File: src/rtl/interface_serial_coprocessador.sv
// Streaming front-end for the combinational matrix coprocessor: assembles operand
// buses from a valid/ready word stream and returns result elements plus det as a stream.
//
// state    | meaning
// IDLE     | one cycle after reset, nothing accepted
// HEADER   | waiting for the operation word
// LOAD_A   | loading N*N elements of A, row-major
// LOAD_B   | loading N*N elements of B, row-major
// LOAD_ESC | waiting for the scalar
// EXEC     | operands stable, result and det captured on the closing edge
// SEND     | streaming N*N result elements then det (out_last)
module interface_serial_coprocessador #(
  parameter int N     = 3,
  parameter int WIDTH = 8
) (
  input  logic                       clk,
  input  logic                       rst_n,
  input  logic                       in_valid,
  output logic                       in_ready,
  input  logic [WIDTH-1:0]           in_data,
  output logic                       out_valid,
  input  logic                       out_ready,
  output logic [3*WIDTH:0]           out_data,
  output logic                       out_last,
  output logic                       busy,
  output logic [2:0]                 cp_operacao,
  output logic [WIDTH-1:0]           cp_escalar,
  output logic [N*N*WIDTH-1:0]       cp_A,
  output logic [N*N*WIDTH-1:0]       cp_B,
  input  logic [N*N*(2*WIDTH+3)-1:0] cp_resultado,
  input  logic [3*WIDTH:0]           cp_det
);

  localparam int RW = 2*WIDTH+3;
  localparam int DW = 3*WIDTH+1;
  localparam int NN = N*N;
  localparam int IW = $clog2(NN+1);
  localparam logic [IW-1:0] LAST_EL = IW'(NN-1);
  localparam logic [IW-1:0] DET_IDX = IW'(NN);
  localparam logic [IW-1:0] ONE     = IW'(1);

  typedef enum logic [2:0] {IDLE, HEADER, LOAD_A, LOAD_B, LOAD_ESC, EXEC, SEND} state_t;

  state_t        state, state_next;
  logic [IW-1:0] idx;
  logic [DW-1:0] res_buf [NN];
  logic [DW-1:0] det_buf;
  logic          in_acc, out_acc;

  assign in_acc  = in_valid && in_ready;
  assign out_acc = out_valid && out_ready;

  always_ff @(posedge clk or negedge rst_n) begin
    if (!rst_n) state <= IDLE;
    else        state <= state_next;
  end

  always_comb begin
    state_next = state;
    in_ready   = 1'b0;
    out_valid  = 1'b0;
    out_last   = 1'b0;
    busy       = 1'b0;
    case (state)
      IDLE:   state_next = HEADER;
      HEADER: begin
        in_ready = 1'b1;
        if (in_valid) state_next = LOAD_A;
      end
      LOAD_A: begin
        in_ready = 1'b1;
        busy     = 1'b1;
        if (in_valid && idx == LAST_EL) state_next = LOAD_B;
      end
      LOAD_B: begin
        in_ready = 1'b1;
        busy     = 1'b1;
        if (in_valid && idx == LAST_EL) state_next = LOAD_ESC;
      end
      LOAD_ESC: begin
        in_ready = 1'b1;
        busy     = 1'b1;
        if (in_valid) state_next = EXEC;
      end
      EXEC: begin
        busy       = 1'b1;
        state_next = SEND;
      end
      SEND: begin
        busy      = 1'b1;
        out_valid = 1'b1;
        out_last  = (idx == DET_IDX);
        if (out_ready && idx == DET_IDX) state_next = HEADER;
      end
      default: state_next = IDLE;
    endcase
  end

  // idx doubles as the response word pointer in SEND, where it reaches N*N for det
  always_ff @(posedge clk or negedge rst_n) begin
    if (!rst_n)                     idx <= '0;
    else if (state_next != state)   idx <= '0;
    else if (in_acc || out_acc)     idx <= idx + ONE;
  end

  always_ff @(posedge clk or negedge rst_n) begin
    if (!rst_n) begin
      cp_operacao <= '0;
      cp_escalar  <= '0;
      cp_A        <= '0;
      cp_B        <= '0;
      det_buf     <= '0;
      for (int i = 0; i < NN; i++) res_buf[i] <= '0;
    end else begin
      if (in_acc) begin
        case (state)
          HEADER:   cp_operacao <= in_data[2:0];
          LOAD_A: begin
            for (int i = 0; i < NN; i++)
              if (idx == IW'(i)) cp_A[(NN-1-i)*WIDTH +: WIDTH] <= in_data;
          end
          LOAD_B: begin
            for (int i = 0; i < NN; i++)
              if (idx == IW'(i)) cp_B[(NN-1-i)*WIDTH +: WIDTH] <= in_data;
          end
          LOAD_ESC: cp_escalar <= in_data;
          default: ;
        endcase
      end
      if (state == EXEC) begin
        for (int i = 0; i < NN; i++)
          res_buf[i] <= {{(DW-RW){cp_resultado[(NN-1-i)*RW + RW-1]}},
                         cp_resultado[(NN-1-i)*RW +: RW]};
        det_buf <= cp_det;
      end
    end
  end

  always_comb begin
    out_data = '0;
    if (state == SEND) begin
      if (idx == DET_IDX) out_data = det_buf;
      for (int i = 0; i < NN; i++)
        if (idx == IW'(i)) out_data = res_buf[i];
    end
  end

endmodule

File: config.mk
export PLATFORM = sky130hd
export DESIGN_NAME = interface_serial_coprocessador
export DESIGN_NICKNAME = d
export VERILOG_FILES = /design/src/rtl/interface_serial_coprocessador.sv
export SDC_FILE = /design/constraint.sdc
export NUM_CORES = 1
export LEC_CHECK = 0
export ABC_AREA = 1
export CELL_PAD_IN_SITES_DETAIL_PLACEMENT = 0
export CELL_PAD_IN_SITES_GLOBAL_PLACEMENT = 1
export CORE_ASPECT_RATIO = 1.75
export CORE_MARGIN = 3
export CORE_UTILIZATION = 34
export CTS_BUF_LIST = sky130_fd_sc_hd__clkbuf_4
export CTS_CLUSTER_DIAMETER = 40
export CTS_CLUSTER_SIZE = 8
export DETAILED_ROUTE_END_ITERATION = 10
export PLACE_DENSITY = 0.81
export SETUP_SLACK_MARGIN = 0.15
export SYNTH_ARGS = -nofsm -noshare
export SYNTH_HDL_FRONTEND = slang
export SYNTH_SLANG_ARGS = --single-unit
File: constraint.sdc
create_clock -name clk -period 2.6 [get_ports clk]
set_input_delay 0.78 -clock clk [delete_from_list [all_inputs] [get_ports clk]]
set_output_delay 0.78 -clock clk [all_outputs]
set_load 0.01 [all_outputs]
Word level (Yosys, flattened, before mapping)
Index checks and enable logic that the tools add are counted.
{"block": "classes", "n_addsub": 1, "n_eq_ne": 16, "mux": 23, "reduce_logical": 30}
{"op": "$mux W25", "count": 11}
{"op": "$reduce_and A3 Y1", "count": 18}
{"op": "$pmux W3 S7", "count": 1}
{"op": "$eq A4 B3 Y1 const B", "count": 4}
{"op": "$mux W3", "count": 5}
{"op": "$eq A3 B3 Y1 const B", "count": 3}
{"op": "$eq A4 B2 Y1 const B", "count": 2}
{"op": "$eq A4 B4 Y1 const B", "count": 2}
{"op": "$mux W4", "count": 2}
{"op": "$eq A3 B2 Y1 const B", "count": 2}
{"op": "$reduce_or A5 Y1", "count": 1}
{"op": "$add A4 B1 Y4 const B", "count": 1}
{"op": "$eq A4 B1 Y1 const B", "count": 1}
{"op": "$logic_and A1 B1 Y1", "count": 4}
{"op": "$logic_not A4 Y1", "count": 1}
{"op": "$mux W1", "count": 4}
{"op": "$reduce_and A2 Y1", "count": 2}
{"op": "$reduce_or A4 Y1", "count": 1}
{"op": "$eq A3 B1 Y1 const B", "count": 1}
{"op": "$logic_not A3 Y1", "count": 1}
{"op": "$ne A3 B3 Y1", "count": 1}
{"op": "$reduce_bool A2 Y1", "count": 1}
{"op": "$logic_or A1 B1 Y1", "count": 1}
{"block": "word_totals", "register_bits": 358, "inputBits": 208, "out_inout_bits": 184, "wordCells": 102}

Logic depth before layout (Yosys ltp)
{"block": "logic_depth", "word_depth": 12, "ltp_mapped": 21, "depth_no_buf": 20}

Worst setup path after synthesis
OpenSTA, ideal clock, no wires.
{"block": "synth_path", "path_type": "reg-to-output", "from": "register idx[1]", "to": "output out_data[8]", "arrival_ns": 2.014, "required_ns": 1.820, "setup_slack_ns": -0.194, "path_stages_with_launch": 15, "n_path_buf": 2, "cell_sequence": "dfrtp_1 -> inv_1 -> ha_1 -> buf_4 -> inv_1 -> nor3_4 -> buf_6 -> nand2_1 -> nand3_1 -> o211ai_1 -> a31oi_1 -> o22ai_1 -> nand2_1 -> o211ai_1 -> a21oi_1"}
{"block": "synth_via", "elab_chain_cells": 12, "elab_cells_between_ends": 21, "classes_between": "eq/ne: 9; mux: 11; reduce/logical: 1"}
{"element": "start, declared", "line": "45", "text": "logic [IW-1:0] idx;"}
{"element": "start signal, assigned", "line": "103", "text": "else if (in_acc || out_acc) idx <= idx + ONE;"}
{"element": "$eq A4 B4 Y1", "line": "142", "text": "if (idx == DET_IDX) out_data = det_buf;"}
{"element": "$mux W25", "line": "142"}
{"element": "$mux W25 (8 in series)", "line": "144", "text": "if (idx == IW'(i)) out_data = res_buf[i];"}
{"element": "$mux W25 (*)", "line": "144"}
{"element": "$mux W25 (*)", "line": "141", "text": "if (state == SEND) begin"}
{"element": "end, declared", "line": "23", "text": "output logic [3*WIDTH:0] out_data,"}
Every way passes the cells marked *; elsewhere a longest branch is shown, timed or not.

Worst setup path after layout
{"block": "layout_path", "from": "register idx[0]", "to": "output out_data[8]"}
The elaborated chain is that of the path after synthesis.

==> flow_summary_export.csv <==
group,metric,value,unit
floorplan,die_h,291,um
outcome,status,"finished with violations",
clocking,cts_made_buffers,53,
critical_path,path_common_cell,"o211ai_1",
critical_path,worstPathRequired,1.82,ns
yosys,synth_area_leaders,"dfrtp_1, nand2_1, o21ai_0",
min_path,worst_hold_path_type,"register to register",
grt,grt_use_total,23.4,%
yosys,ys_seq_area_share,56.9,%
clocking,cts.sinks,358,
timing,fin_ws,-1.27,ns
final_layout,area_delta_synth_final,40.9,%
min_path,min_from,"res_buf[59]$_DFFE_PN0N_",
critical_path,end_kind,"primary output",
critical_path,worstRegToRegCells,15,
yosys,synthFlopType,"dfrtp_1",
grt,grt_pass1_vias,15200,
timing,finalSetupTns,-30.76,ns
final_layout,drive_above_1_share,16.3,%
clocking,clk_latency,0.77,ns
power_and_ir_drop,ir_drop,0.561,mV
clocking,clockRootBuffer,"clkbuf_4",
placed_design,dp_hpwl,42900,um
yosys,synth-edff-count,0,
grt,grt-ovfl-total,0,
floorplan,die-area,49000,um^2
route,routed_wl,58300,um
critical_path,r2r_slack,0.19,ns
grt,grt_start_max_net_pins,124,
placed_design,gp_congestion,0.869,
power_and_ir_drop,p_leak,11.2,nW
floorplan,start_util,34.6,%
grt,antenna_found_initial,11,
run,drv_cap,0,
critical_path,cpPeakStageDelay,0.42,ns
timing,max_freq,258,MHz
yosys,ys_warn_count,0,
critical_path,path_class,"register to primary output",
placed_design,io_buffer_count,391,
route,post_drt_wl_per_cell,19.4,um
timing,period_share,149,%
critical_path,r2r_start,"idx[0]$_DFFE_PN0P_",
yosys,avgSynthCellArea,8.16,um^2
placed_design,dp_slack,-1.04,ns
floorplan,design.core.area,45500,um^2
critical_path,cp_slowest_cell,"dfrtp_1",
timing,tightest_slew,0.773,ns
final_layout,fin_nets,2622,
yosys,yosysTopAreaCell,"dfrtp_1",
floorplan,io_pins,392,
yosys,netlist_area,15700,um^2
route,final_antenna_net_count,0,
yosys,syn_nets,2143,
floorplan,rows,103,
floorplan,die_w,169,um
clocking,h-tree-depth,2,
timing,drv_slew,0,
timing,setup_violations,28,
route,avgViaCountPerCell,4.83,
route,drt-initial-drc-count,942,
timing,fin_skew,0.0654,ns
clocking,clk_pin_slew,0.09,ns
yosys,synth.distinct_cells,38,
power_and_ir_drop,power,19.2,mW
route,num_vias,14500,
clocking,ctsLongestPathBuffers,3,
critical_path,crit_fanout,7,
timing,rsz0062_at_grt,"true",
yosys,yosysTopAreaCellShare,56.9,%
critical_path,cp-start-kind,"register",
grt,grt_pass1_wl,88900,um
route,drcViolationCount,0,
critical_path,reg2reg_to,"idx[1]$_DFFE_PN0P_",
min_path,hold_depth,2,
timing,slew_headroom,48.5,%
yosys,synthArstFlopShare,100,%
timing,hold_violations,0,
critical_path,path_cells,"buf_6 > inv_4 > ha_2 > inv_2 > nor2_8 > inv_8 > buf_12 > o211ai_1 > a31oi_1 > buf_4 > o22ai_2 > nand2_2 > o211ai_1 > a21oi_2 > buf_2",
critical_path,cp.arrival,3.09,ns
outcome,violations,"setup timing",
clocking,cts_tree,"done",
yosys,synth.ff_latch_count,358,
timing,fin_crit,3.87,ns
route,drtPass1Iterations,5,
power_and_ir_drop,p_per_area,867,nW/um^2
min_path,min_to,"res_buf[59]$_DFFE_PN0N_",
yosys,postSynthCellCount,1931,
-- critical path, delay by kind of cell, from the launching register on --
| kind | cells | cell delay (ns) |
|---|---|---|
| AOI/OAI and AO/OA | 5 | 0.65 |
| adders and majority gates | 1 | 0.17 |
| buffers and inverters | 7 | 0.79 |
| DFF | 1 | 0.42 |
| and+or+nand+nor | 2 | 0.36 |
-- worst max path at each step --
stage,start,end,cells after the start
2_1_floorplan,idx[1]$_DFFE_PN0P_,out_data[10],14
3_3_place_gp,idx[0]$_DFFE_PN0P_,out_data[6],15
3_5_place_dp,idx[0]$_DFFE_PN0P_,out_data[6],15
4_1_cts,idx[1]$_DFFE_PN0P_,out_data[9],16
5_1_grt,idx[1]$_DFFE_PN0P_,out_data[13],16
6_report,idx[0]$_DFFE_PN0P_,out_data[8],15
-- cells in the mapped netlist, types with 7 or more instances --
cell type	instances
nand2_1	1004
dfrtp_1	358
o21ai_0	179
clkbuf_1	61
nor2_1	44
inv_1	41
o211ai_1	34
a21oi_1	29
buf_2	28
a31oi_1	18
buf_4	18
nand3_1	18
nand2_2	17
o22ai_1	16
nand4_1	9
buf_1	7
inv_2	7
-- flip-flops by register name, indices dropped and copies added (netlist names) --
register,count
idx,4
cp_operacao,3
det_buf,25
cp_escalar,8
cp_A,72
cp_B,72
res_buf,171
state,3
-- power breakdown --
part           total (mW)  internal [mW]  switching (mW)
registers            8.33           7.25            1.08
clock network        3.04           1.07            1.97
logic                7.86           3.49            4.37
-- kinds of logic after synthesis --
| logic type | Yosys count | synth area share, % |
|---|---|---|
| AOI/OAI and AO/OA | 281 | 9.87 |
| xor gates and xnor gates | 4 | 0.222 |
| adders and majority gates | 4 | 0.318 |
| buffers and inverters | 170 | 4.93 |
| DFF | 358 | 56.9 |
| and+or+nand+nor | 1114 | 27.8 |
-- final cells by class --
class                      count  area, um^2
multi-input combinational   1403        6580
inverter                      53         228
timing repair inverter         3        25.0
timing repair buffer         538        5170
tap                          577         722
sequential                   358        8960
antenna                        7        17.5
clock buffer                  60         450
clock inverter                 9        46.3
fill                        4482       23300
-- layer usage --
| layer | routed length, um | GRT usage (%) | vias to the layer above | share of wire [%] |
|---|---|---|---|---|
| met5 | 59 | 0 | - | 0.10 |
| met4 | 2920 | 12.0 | 8 | 5.0 |
| met3 | 3440 | 5.28 | 139 | 5.9 |
| met2 | 31500 | 43.3 | 421 | 54 |
| met1 | 20400 | 24.4 | 6890 | 35 |
| li1 | - | - | 7062 | - |
-- cell usage in the layout (no fill, tap or decap), types with 4 or more instances in the layout --
| master | n |
|---|---|
| dlygate4sd2_1 | 155 |
| or2_2 | 4 |
| dfrtp_1 | 356 |
| buf_6 | 27 |
| diode_2 | 7 |
| a21oi_2 | 24 |
| o22ai_2 | 9 |
| nor2_1 | 28 |
| buf_4 | 96 |
| nor2_4 | 8 |
| a31oi_4 | 5 |
| clkinv_1 | 5 |
| a31oi_2 | 6 |
| o211ai_1 | 34 |
| nand4_1 | 9 |
| clkbuf_4 | 60 |
| nand2_4 | 12 |
| xor2_1 | 4 |
| nor2_2 | 10 |
| nand2_2 | 24 |
| nand3_1 | 10 |
| nand3_2 | 8 |
| a31oi_1 | 7 |
| inv_2 | 13 |
| clkdlybuf4s50_1 | 206 |
| o22ai_1 | 6 |
| buf_12 | 25 |
| inv_1 | 33 |
| nand2_1 | 987 |
| buf_2 | 23 |
| o21ai_0 | 176 |
| a21oi_1 | 5 |
-- what timing repair did --
action / CTS / global route
endpoints found under the hold margin: 36 / 0
gates cloned: 3 / 2
hold buffers: 1 / 0
setup endpoints to repair: 194 / 57
pin swaps: 65 / 65
gates resized for setup: 368 / 62
buffers inserted: 24 / 9
-- per-stage QoR --
stage / utilization [%] / instances / area [um^2] / hold slack (ns)
2_1_floorplan: - / 1931 / 15800 / 0.433
3_3_place_gp: 46.2 / 2893 / 21000 / 0.447
3_5_place_dp: 46.2 / 2893 / 21000 / 0.451
4_1_cts: 47.9 / 2990 / 21800 / 0.453
5_1_grt: 48.8 / 3006 / 22200 / 0.486
6_report: 48.8 / 3008 / 22200 / 0.474
No activity file was read; power rests on OpenSTA's default activity.
